### src/rtl/mem_lane_arbiter_pkg.sv
// Shared types and helpers for the three-lane memory arbiter: FSM state
// encoding, lane count, lane slice offsets and a lowest-set-bit picker.
package mem_lane_arbiter_pkg;

  localparam int LANES = 3;

  typedef enum logic [2:0] {
    ST_IDLE,
    ST_GATHER,
    ST_RD,
    ST_RD_WAIT,
    ST_WR,
    ST_WR_SER,
    ST_DONE
  } state_t;

  typedef logic [LANES-1:0] lane_mask_t;
  typedef logic [1:0]       lane_idx_t;

  // Bit offset of a lane's address field inside a packed address bus.
  function automatic int addr_of(input int lane, input int address_len);
    return lane * address_len;
  endfunction

  // Bit offset of a lane's data field inside a packed data bus.
  function automatic int data_of(input int lane, input int data_len);
    return lane * data_len;
  endfunction

  // Index of the lowest set bit; an empty mask yields lane 0.
  function automatic lane_idx_t lowest_set(input lane_mask_t mask);
    lane_idx_t idx;
    idx = '0;
    for (int i = LANES - 1; i >= 0; i--) begin
      if (mask[i]) idx = lane_idx_t'(i);
    end
    return idx;
  endfunction

endpackage

### src/rtl/mem_lane_arbiter_lane_pack.sv
// Combinational lane packer: lanes in active_mask drive their own
// address/data, every other lane mirrors the selected source lane so the
// shared RAM sees a harmless duplicate access on idle lanes.
module mem_lane_arbiter_lane_pack
  import mem_lane_arbiter_pkg::*;
#(
  parameter int DATA_LEN    = 16,
  parameter int ADDRESS_LEN = 8
) (
  input  logic [LANES-1:0]             active_mask,
  input  logic [1:0]                   src_lane,
  input  logic [LANES*ADDRESS_LEN-1:0] lane_addr,
  input  logic [LANES*DATA_LEN-1:0]    lane_data,
  output logic [LANES*ADDRESS_LEN-1:0] pack_addr,
  output logic [LANES*DATA_LEN-1:0]    pack_data
);

  logic [ADDRESS_LEN-1:0] src_addr;
  logic [DATA_LEN-1:0]    src_data;

  // Pick out the source lane's address and data for mirroring.
  always_comb begin
    src_addr = '0;
    src_data = '0;
    for (int i = 0; i < LANES; i++) begin
      if (src_lane == lane_idx_t'(i)) begin
        src_addr = lane_addr[addr_of(i, ADDRESS_LEN) +: ADDRESS_LEN];
        src_data = lane_data[data_of(i, DATA_LEN) +: DATA_LEN];
      end
    end
  end

  generate
    for (genvar gi = 0; gi < LANES; gi++) begin : g_lane
      assign pack_addr[addr_of(gi, ADDRESS_LEN) +: ADDRESS_LEN] =
        active_mask[gi] ? lane_addr[addr_of(gi, ADDRESS_LEN) +: ADDRESS_LEN] : src_addr;
      assign pack_data[data_of(gi, DATA_LEN) +: DATA_LEN] =
        active_mask[gi] ? lane_data[data_of(gi, DATA_LEN) +: DATA_LEN] : src_data;
    end
  endgenerate

endmodule

### src/rtl/mem_lane_arbiter.sv
// Barrier arbiter in front of the three-lane shared RAM. Gathers one request
// per enabled core, issues a single read cycle for all readers, then one
// parallel write cycle (or one cycle per writer when addresses collide),
// and finishes the batch with a one-cycle resp_valid pulse.
module mem_lane_arbiter
  import mem_lane_arbiter_pkg::*;
#(
  parameter int DATA_LEN    = 16,
  parameter int ADDRESS_LEN = 8
) (
  input  logic                         clk,
  input  logic                         rst,
  input  logic [LANES-1:0]             core_en,
  input  logic [LANES-1:0]             req_rd,
  input  logic [LANES-1:0]             req_wr,
  input  logic [LANES*ADDRESS_LEN-1:0] req_addr,
  input  logic [LANES*DATA_LEN-1:0]    req_data,
  output logic [LANES*DATA_LEN-1:0]    resp_data,
  output logic                         resp_valid,
  output logic                         busy,
  output logic                         mem_read,
  output logic                         mem_write,
  output logic [LANES*ADDRESS_LEN-1:0] mem_address,
  output logic [LANES*DATA_LEN-1:0]    mem_data_in,
  input  logic [LANES*DATA_LEN-1:0]    mem_data_out
);

  localparam int AW = LANES * ADDRESS_LEN;
  localparam int DW = LANES * DATA_LEN;

  state_t        state_reg;
  lane_mask_t    pending_reg;
  lane_mask_t    is_rd_reg;
  lane_mask_t    ser_mask_reg;
  logic [AW-1:0] lat_addr_reg;
  logic [DW-1:0] lat_data_reg;
  logic [DW-1:0] resp_data_reg;
  logic          resp_valid_reg;
  logic          busy_reg;
  logic          mem_read_reg;
  logic          mem_write_reg;
  logic [AW-1:0] mem_address_reg;
  logic [DW-1:0] mem_data_in_reg;

  logic          gather_window;
  lane_mask_t    take_lane;
  lane_mask_t    pending_next;
  lane_mask_t    is_rd_next;
  lane_mask_t    rd_mask;
  lane_mask_t    wr_mask;
  lane_mask_t    wr_rest;
  lane_mask_t    ser_rest;
  lane_mask_t    pack_mask;
  lane_idx_t     rd_first;
  lane_idx_t     wr_first;
  lane_idx_t     ser_first;
  lane_idx_t     pack_src;
  logic          collision;
  logic [AW-1:0] lat_addr_next;
  logic [DW-1:0] lat_data_next;
  logic [AW-1:0] pack_addr;
  logic [DW-1:0] pack_data;
  logic [DW-1:0] rd_capture;

  // Requests are only accepted while gathering; once a batch launches the
  // latched copy is frozen and core_en changes are ignored.
  assign gather_window = (state_reg == ST_IDLE) || (state_reg == ST_GATHER);

  generate
    for (genvar gi = 0; gi < LANES; gi++) begin : g_latch
      assign take_lane[gi]    = gather_window && core_en[gi] && !pending_reg[gi] &&
                                (req_rd[gi] || req_wr[gi]);
      assign pending_next[gi] = gather_window ? (core_en[gi] && (pending_reg[gi] || take_lane[gi]))
                                              : pending_reg[gi];
      // rd wins over wr when both are raised on one lane.
      assign is_rd_next[gi]   = take_lane[gi] ? req_rd[gi] : is_rd_reg[gi];
      assign lat_addr_next[addr_of(gi, ADDRESS_LEN) +: ADDRESS_LEN] =
        take_lane[gi] ? req_addr[addr_of(gi, ADDRESS_LEN) +: ADDRESS_LEN]
                      : lat_addr_reg[addr_of(gi, ADDRESS_LEN) +: ADDRESS_LEN];
      assign lat_data_next[data_of(gi, DATA_LEN) +: DATA_LEN] =
        take_lane[gi] ? req_data[data_of(gi, DATA_LEN) +: DATA_LEN]
                      : lat_data_reg[data_of(gi, DATA_LEN) +: DATA_LEN];
      // Read data is kept only for lanes that actually read.
      assign rd_capture[data_of(gi, DATA_LEN) +: DATA_LEN] =
        rd_mask[gi] ? mem_data_out[data_of(gi, DATA_LEN) +: DATA_LEN] : '0;
    end
  endgenerate

  // The _next view already includes a request arriving on the launch edge,
  // so the final lane to join the barrier can launch in the same cycle.
  assign rd_mask   = pending_next & is_rd_next;
  assign wr_mask   = pending_next & ~is_rd_next;
  assign rd_first  = lowest_set(rd_mask);
  assign wr_first  = lowest_set(wr_mask);
  assign ser_first = lowest_set(ser_mask_reg);
  assign wr_rest   = wr_mask & ~(lane_mask_t'(1) << wr_first);
  assign ser_rest  = ser_mask_reg & ~(lane_mask_t'(1) << ser_first);

  // Two writers targeting the same address force lane-by-lane writes.
  always_comb begin
    collision = 1'b0;
    for (int i = 0; i < LANES; i++) begin
      for (int j = i + 1; j < LANES; j++) begin
        if (wr_mask[i] && wr_mask[j] &&
            (lat_addr_next[addr_of(i, ADDRESS_LEN) +: ADDRESS_LEN] ==
             lat_addr_next[addr_of(j, ADDRESS_LEN) +: ADDRESS_LEN])) begin
          collision = 1'b1;
        end
      end
    end
  end

  // Choose the packing for the access that the next edge will launch.
  always_comb begin
    pack_mask = rd_mask;
    pack_src  = rd_first;
    case (state_reg)
      ST_IDLE, ST_GATHER: begin
        if (!(|rd_mask)) begin
          pack_mask = collision ? '0 : wr_mask;
          pack_src  = wr_first;
        end
      end
      ST_RD_WAIT: begin
        pack_mask = collision ? '0 : wr_mask;
        pack_src  = wr_first;
      end
      ST_WR_SER: begin
        pack_mask = '0;
        pack_src  = ser_first;
      end
      default: ;
    endcase
  end

  mem_lane_arbiter_lane_pack #(
    .DATA_LEN    (DATA_LEN),
    .ADDRESS_LEN (ADDRESS_LEN)
  ) u_lane_pack (
    .active_mask (pack_mask),
    .src_lane    (pack_src),
    .lane_addr   (lat_addr_next),
    .lane_data   (lat_data_next),
    .pack_addr   (pack_addr),
    .pack_data   (pack_data)
  );

  // Batch sequencer; all RAM strobes and responses are registered here.
  always_ff @(posedge clk or posedge rst) begin
    if (rst) begin
      state_reg       <= ST_IDLE;
      pending_reg     <= '0;
      is_rd_reg       <= '0;
      ser_mask_reg    <= '0;
      lat_addr_reg    <= '0;
      lat_data_reg    <= '0;
      resp_data_reg   <= '0;
      resp_valid_reg  <= 1'b0;
      busy_reg        <= 1'b0;
      mem_read_reg    <= 1'b0;
      mem_write_reg   <= 1'b0;
      mem_address_reg <= '0;
      mem_data_in_reg <= '0;
    end else begin
      mem_read_reg   <= 1'b0;
      mem_write_reg  <= 1'b0;
      resp_valid_reg <= 1'b0;
      pending_reg    <= pending_next;
      is_rd_reg      <= is_rd_next;
      lat_addr_reg   <= lat_addr_next;
      lat_data_reg   <= lat_data_next;
      case (state_reg)
        ST_IDLE: begin
          if (|pending_next) state_reg <= ST_GATHER;
        end
        ST_GATHER: begin
          if (pending_next == '0) begin
            state_reg <= ST_IDLE;
          end else if (pending_next == core_en) begin
            busy_reg        <= 1'b1;
            resp_data_reg   <= '0;
            mem_address_reg <= pack_addr;
            mem_data_in_reg <= pack_data;
            if (|rd_mask) begin
              mem_read_reg <= 1'b1;
              state_reg    <= ST_RD;
            end else begin
              mem_write_reg <= 1'b1;
              ser_mask_reg  <= wr_rest;
              state_reg     <= collision ? ST_WR_SER : ST_WR;
            end
          end
        end
        ST_RD: begin
          state_reg <= ST_RD_WAIT;
        end
        ST_RD_WAIT: begin
          resp_data_reg <= rd_capture;
          if (|wr_mask) begin
            mem_write_reg   <= 1'b1;
            mem_address_reg <= pack_addr;
            mem_data_in_reg <= pack_data;
            ser_mask_reg    <= wr_rest;
            state_reg       <= collision ? ST_WR_SER : ST_WR;
          end else begin
            resp_valid_reg <= 1'b1;
            state_reg      <= ST_DONE;
          end
        end
        ST_WR: begin
          resp_valid_reg <= 1'b1;
          state_reg      <= ST_DONE;
        end
        ST_WR_SER: begin
          if (ser_mask_reg == '0) begin
            resp_valid_reg <= 1'b1;
            state_reg      <= ST_DONE;
          end else begin
            mem_write_reg   <= 1'b1;
            mem_address_reg <= pack_addr;
            mem_data_in_reg <= pack_data;
            ser_mask_reg    <= ser_rest;
          end
        end
        ST_DONE: begin
          pending_reg <= '0;
          busy_reg    <= 1'b0;
          state_reg   <= ST_IDLE;
        end
        default: state_reg <= ST_IDLE;
      endcase
    end
  end

  assign resp_data   = resp_data_reg;
  assign resp_valid  = resp_valid_reg;
  assign busy        = busy_reg;
  assign mem_read    = mem_read_reg;
  assign mem_write   = mem_write_reg;
  assign mem_address = mem_address_reg;
  assign mem_data_in = mem_data_in_reg;

endmodule

### config.mk
export PLATFORM = sky130hd
export DESIGN_NAME = mem_lane_arbiter
export DESIGN_NICKNAME = d
export VERILOG_FILES = /design/src/rtl/mem_lane_arbiter_pkg.sv /design/src/rtl/mem_lane_arbiter_lane_pack.sv /design/src/rtl/mem_lane_arbiter.sv
export SDC_FILE = /design/constraint.sdc
export NUM_CORES = 1
export LEC_CHECK = 0
export BUFFER_PORTS_ARGS = -buffer_cell sky130_fd_sc_hd__buf_2
export CORE_ASPECT_RATIO = 2
export CORE_MARGIN = 2
export CORE_UTILIZATION = 54
export DETAILED_ROUTE_END_ITERATION = 10
export GPL_TIMING_DRIVEN = 0
export MAX_ROUTING_LAYER = met4
export PLACE_DENSITY = 0.8
export SLEW_MARGIN = 10
export SYNTH_ARGS = -nofsm -noshare
export SYNTH_HDL_FRONTEND = slang
export SYNTH_SLANG_ARGS = --single-unit
### constraint.sdc
create_clock -name clk -period 8.8 [get_ports clk]
set_input_delay 0.88 -clock clk [delete_from_list [all_inputs] [get_ports clk]]
set_output_delay 0.88 -clock clk [all_outputs]
set_load 0.03 [all_outputs]
==> impl_metrics.yaml <==
run_status:
  status: "complete, no violations"
sta:
  skew_ps: 8.112
  fmax_ghz: 0.2498
  worst_pin_slew_ps: 950.8
  rsz0062_at_grt: "no"
  slew_headroom_pct: 36.38
  setup_viol: 0
  finalCritPeriodShare_pct: 45.49
  finalCriticalPeriod_ps: 4003
  setup_ws_ps: 4797
  tns_ps: 0
  maxSlewViolCount: 0
  hold_viol: 0
clock_tree:
  hold_buffers: 0
  clk_latency_ps: 500
  tritoncts: "built"
  post_cts_buffers: 0
  cts_resized: 0
  cts-htree-levels: 1
  cts_root_buf: "clkbuf_16"
  cts_buffer_depth: 3
  cts.sinks: 208
  clk_pin_slew_worst_paths_ps: 70
  cts_made_buffers: 19
setup_path:
  cp-start-kind: "flop"
  critPathSlowestCell: "or4b_1"
  end_kind: "flop"
  critical-path-top-delay-family: "simple AND/OR/NAND/NOR gates"
  r2r_start: "pending_reg[2]$_DFF_PP0_"
  arrival_ps: 4410
  crit_fanout: 10
  worst-path-buf-inv: 2
  cpMostUsedCell: "buf_2"
  cp-startpoint: "pending_reg[2]$_DFF_PP0_"
  required_ps: 9210
  crit_type: "flop to flop"
  max_stage_delay_ps: 590
  path_cells: "or4b_1 -> buf_2 -> nor2_8 -> mux2i_1 -> xnor2_1 -> nand4_2 -> nor2_4 -> buf_2 -> o41ai_1 -> o31ai_1"
yosys:
  ys_warn_count: 0
  synth_largest_area_cell: "dfrtp_1"
  ys_ff_latch: 208
  synth-edff-count: 0
  syn_avg_cell_area_sq_um: 10.24
  yosysSeqAreaShare_pct: 48.97
  synth_area_sq_um: 10630
  ys.flop_type: "dfrtp_1"
  synth.area.top_cells: "dfrtp_1 (49%), a22o_1 (5.3%), mux2_2 (4.4%), nand2_1 (4.2%), o31ai_1 (3.7%)"
  ys_types: 64
  synthesis.nets: 1169
  synth_cells: 1038
  yosysTopAreaCellShare_pct: 48.97
  async_flop_share_pct: 100.0
routing:
  drt_iter0_drc: 659
  wl_per_cell_um: 23.26
  ant_nets: 0
  vias: 10060
  dr.pass1.iters: 7
  routed_wirelength_um: 36900
  via_per_inst: 6.344
  drc: 0
die:
  start_util_pct: 54.88
  fp.dieH_um: 202.4
  dieArea_sq_um: 20890
  rows: 72
  core_sq_um: 19370
  io_pins: 255
  die_w_um: 103.2
cells_and_area:
  drive_above_1_share_pct: 29.39
  syn2layout_area_growth_pct: 21.87
  final_area_sq_um: 12950
  antenna_cells: 0
  fin_nets: 1445
  stdcell_count: 1586
worst_hold_path:
  hold_path_class: "primary input to asynchronous set/reset pin"
placed_design:
  dp_cells: 1552
  dp_slack_ps: 4491
  port_buffers: 254
  gp_congestion: 0.9370
  placed_cell_area_sq_um: 12260
  hpwl_um: 28390
grt:
  grtUsageTotal_pct: 35.67
  grt_max_degree: 119
  grt-ovfl-total: 0
  antenna_found_initial: 0
  first_global_vias: 10070
  grt_pass1_wl_um: 54440
flow_run:
  drv_cap: 0
power_and_ir_drop:
  p_per_area_nw_per_um2: 457.7
  peakVddDrop_mv: 0.3089
  leakagePower_nw: 6.361
-- placed cells by master, fill, tap and decap left out, types with 5 or more instances in the layout --
cell type,count
nor3_1,5
mux2_2,42
clkbuf_16,19
mux2i_1,32
a211oi_1,51
o22ai_1,20
a22oi_1,8
xnor2_1,6
and3_1,9
o221ai_1,20
o211ai_1,8
nand2b_1,5
o21ai_2,7
nand2_1,120
or2_2,7
inv_1,57
dfrtp_1,208
clkbuf_1,44
buf_2,278
nand3_1,31
o41ai_1,32
a21oi_1,8
and2_1,16
o31ai_1,52
nor2_1,38
a22o_1,64
o21ai_1,11
o21ai_0,28
nand4_1,20
-- kinds of logic after synthesis --
logic type / share of synthesized area (%)
flip-flops: 48.97
AND/OR/NAND/NOR: 13.02
adder cells (fa/ha/maj): 0.09418
XOR/XNOR: 0.5768
AO/OA/AOI/OAI: 24.45
multiplexers: 7.593
buffers and inverters: 5.297
-- layout make-up --
class / count / area (sq um)
clock buffers: 24 / 534.3
well taps: 259 / 324.1
multi-input cells: 696 / 4861
inverters: 58 / 225.2
clock inverters: 10 / 160.2
repair buffers: 255 / 1299
flip-flops and latches: 208 / 5205
plain buffers: 76 / 345.3
fillers: 1596 / 6415
-- synthesized netlist by cell type (4+ instances only) --
cell type / count
a211oi_1: 51
a21boi_0: 4
a21o_1: 4
a21oi_1: 8
a22o_1: 64
a22oi_1: 8
and2_1: 16
and3_1: 9
buf_1: 4
buf_2: 24
clkbuf_1: 43
dfrtp_1: 208
inv_1: 58
mux2_2: 42
mux2i_1: 32
nand2_1: 120
nand2b_1: 5
nand3_1: 31
nand4_1: 20
nor2_1: 38
nor2b_1: 4
nor3_1: 5
o211ai_1: 8
o21ai_0: 28
o21ai_1: 11
o21ai_2: 7
o221ai_1: 20
o22ai_1: 20
o31ai_1: 52
o41ai_1: 32
or2_2: 7
xnor2_1: 6
-- worst reg2reg max path: stages (launching register included) --
cell     delay [ps]
dfrtp_1         490
or4b_1          590
buf_2           230
nor2_8          220
mux2i_1         580
xnor2_1         320
nand4_2         390
nor2_4          320
buf_2           370
o41ai_1         160
o31ai_1         260
-- path summary, 6_finish.rpt --
| check | endpoint | depth (start not counted) | slack (ps) |
|---|---|---|---|
| worst min register to register | mem_data_in[44]$_DFFE_PP0P_ | 2 | 480 |
| worst min-delay path | mem_address[5]$_DFFE_PP0P_ | 2 | 470 |
| min in group clk | mem_data_in[44]$_DFFE_PP0P_ | 2 | 480 |
| max in group asynchronous | lat_addr_reg[3]$_DFF_PP0_ | 3 | 7310 |
| worst max register to register | mem_data_in[40]$_DFFE_PP0P_ | 10 | 4800 |
| worst max-delay path | mem_data_in[40]$_DFFE_PP0P_ | 10 | 4800 |
-- power by group --
| group | switching, mW | internal, mW |
|---|---|---|
| Combinational | 2.33 | 1.10 |
| Sequential | 0.205 | 1.37 |
| Clock | 0.370 | 0.551 |
-- routing by layer --
metal	up-vias	part of all wire, %	track usage, %
met4	0	11	31.20
li1	4474	-	-
met1	4811	33	34.64
met5	-	0	-
met2	561	50	59.44
met3	216	6.2	5.083
-- metrics by stage --
stage                     power (mW)  hold WS [ps]  util (%)
final                          5.929         468.8     66.88
after global routing           6.222         511.3     66.88
after CTS                      5.863         478.4     66.88
after detailed placement       4.932         463.1     63.29
after global placement         4.872         455.4     63.11
after floorplan                3.852         450.9         -
No activity file was read; power rests on OpenSTA's default activity.
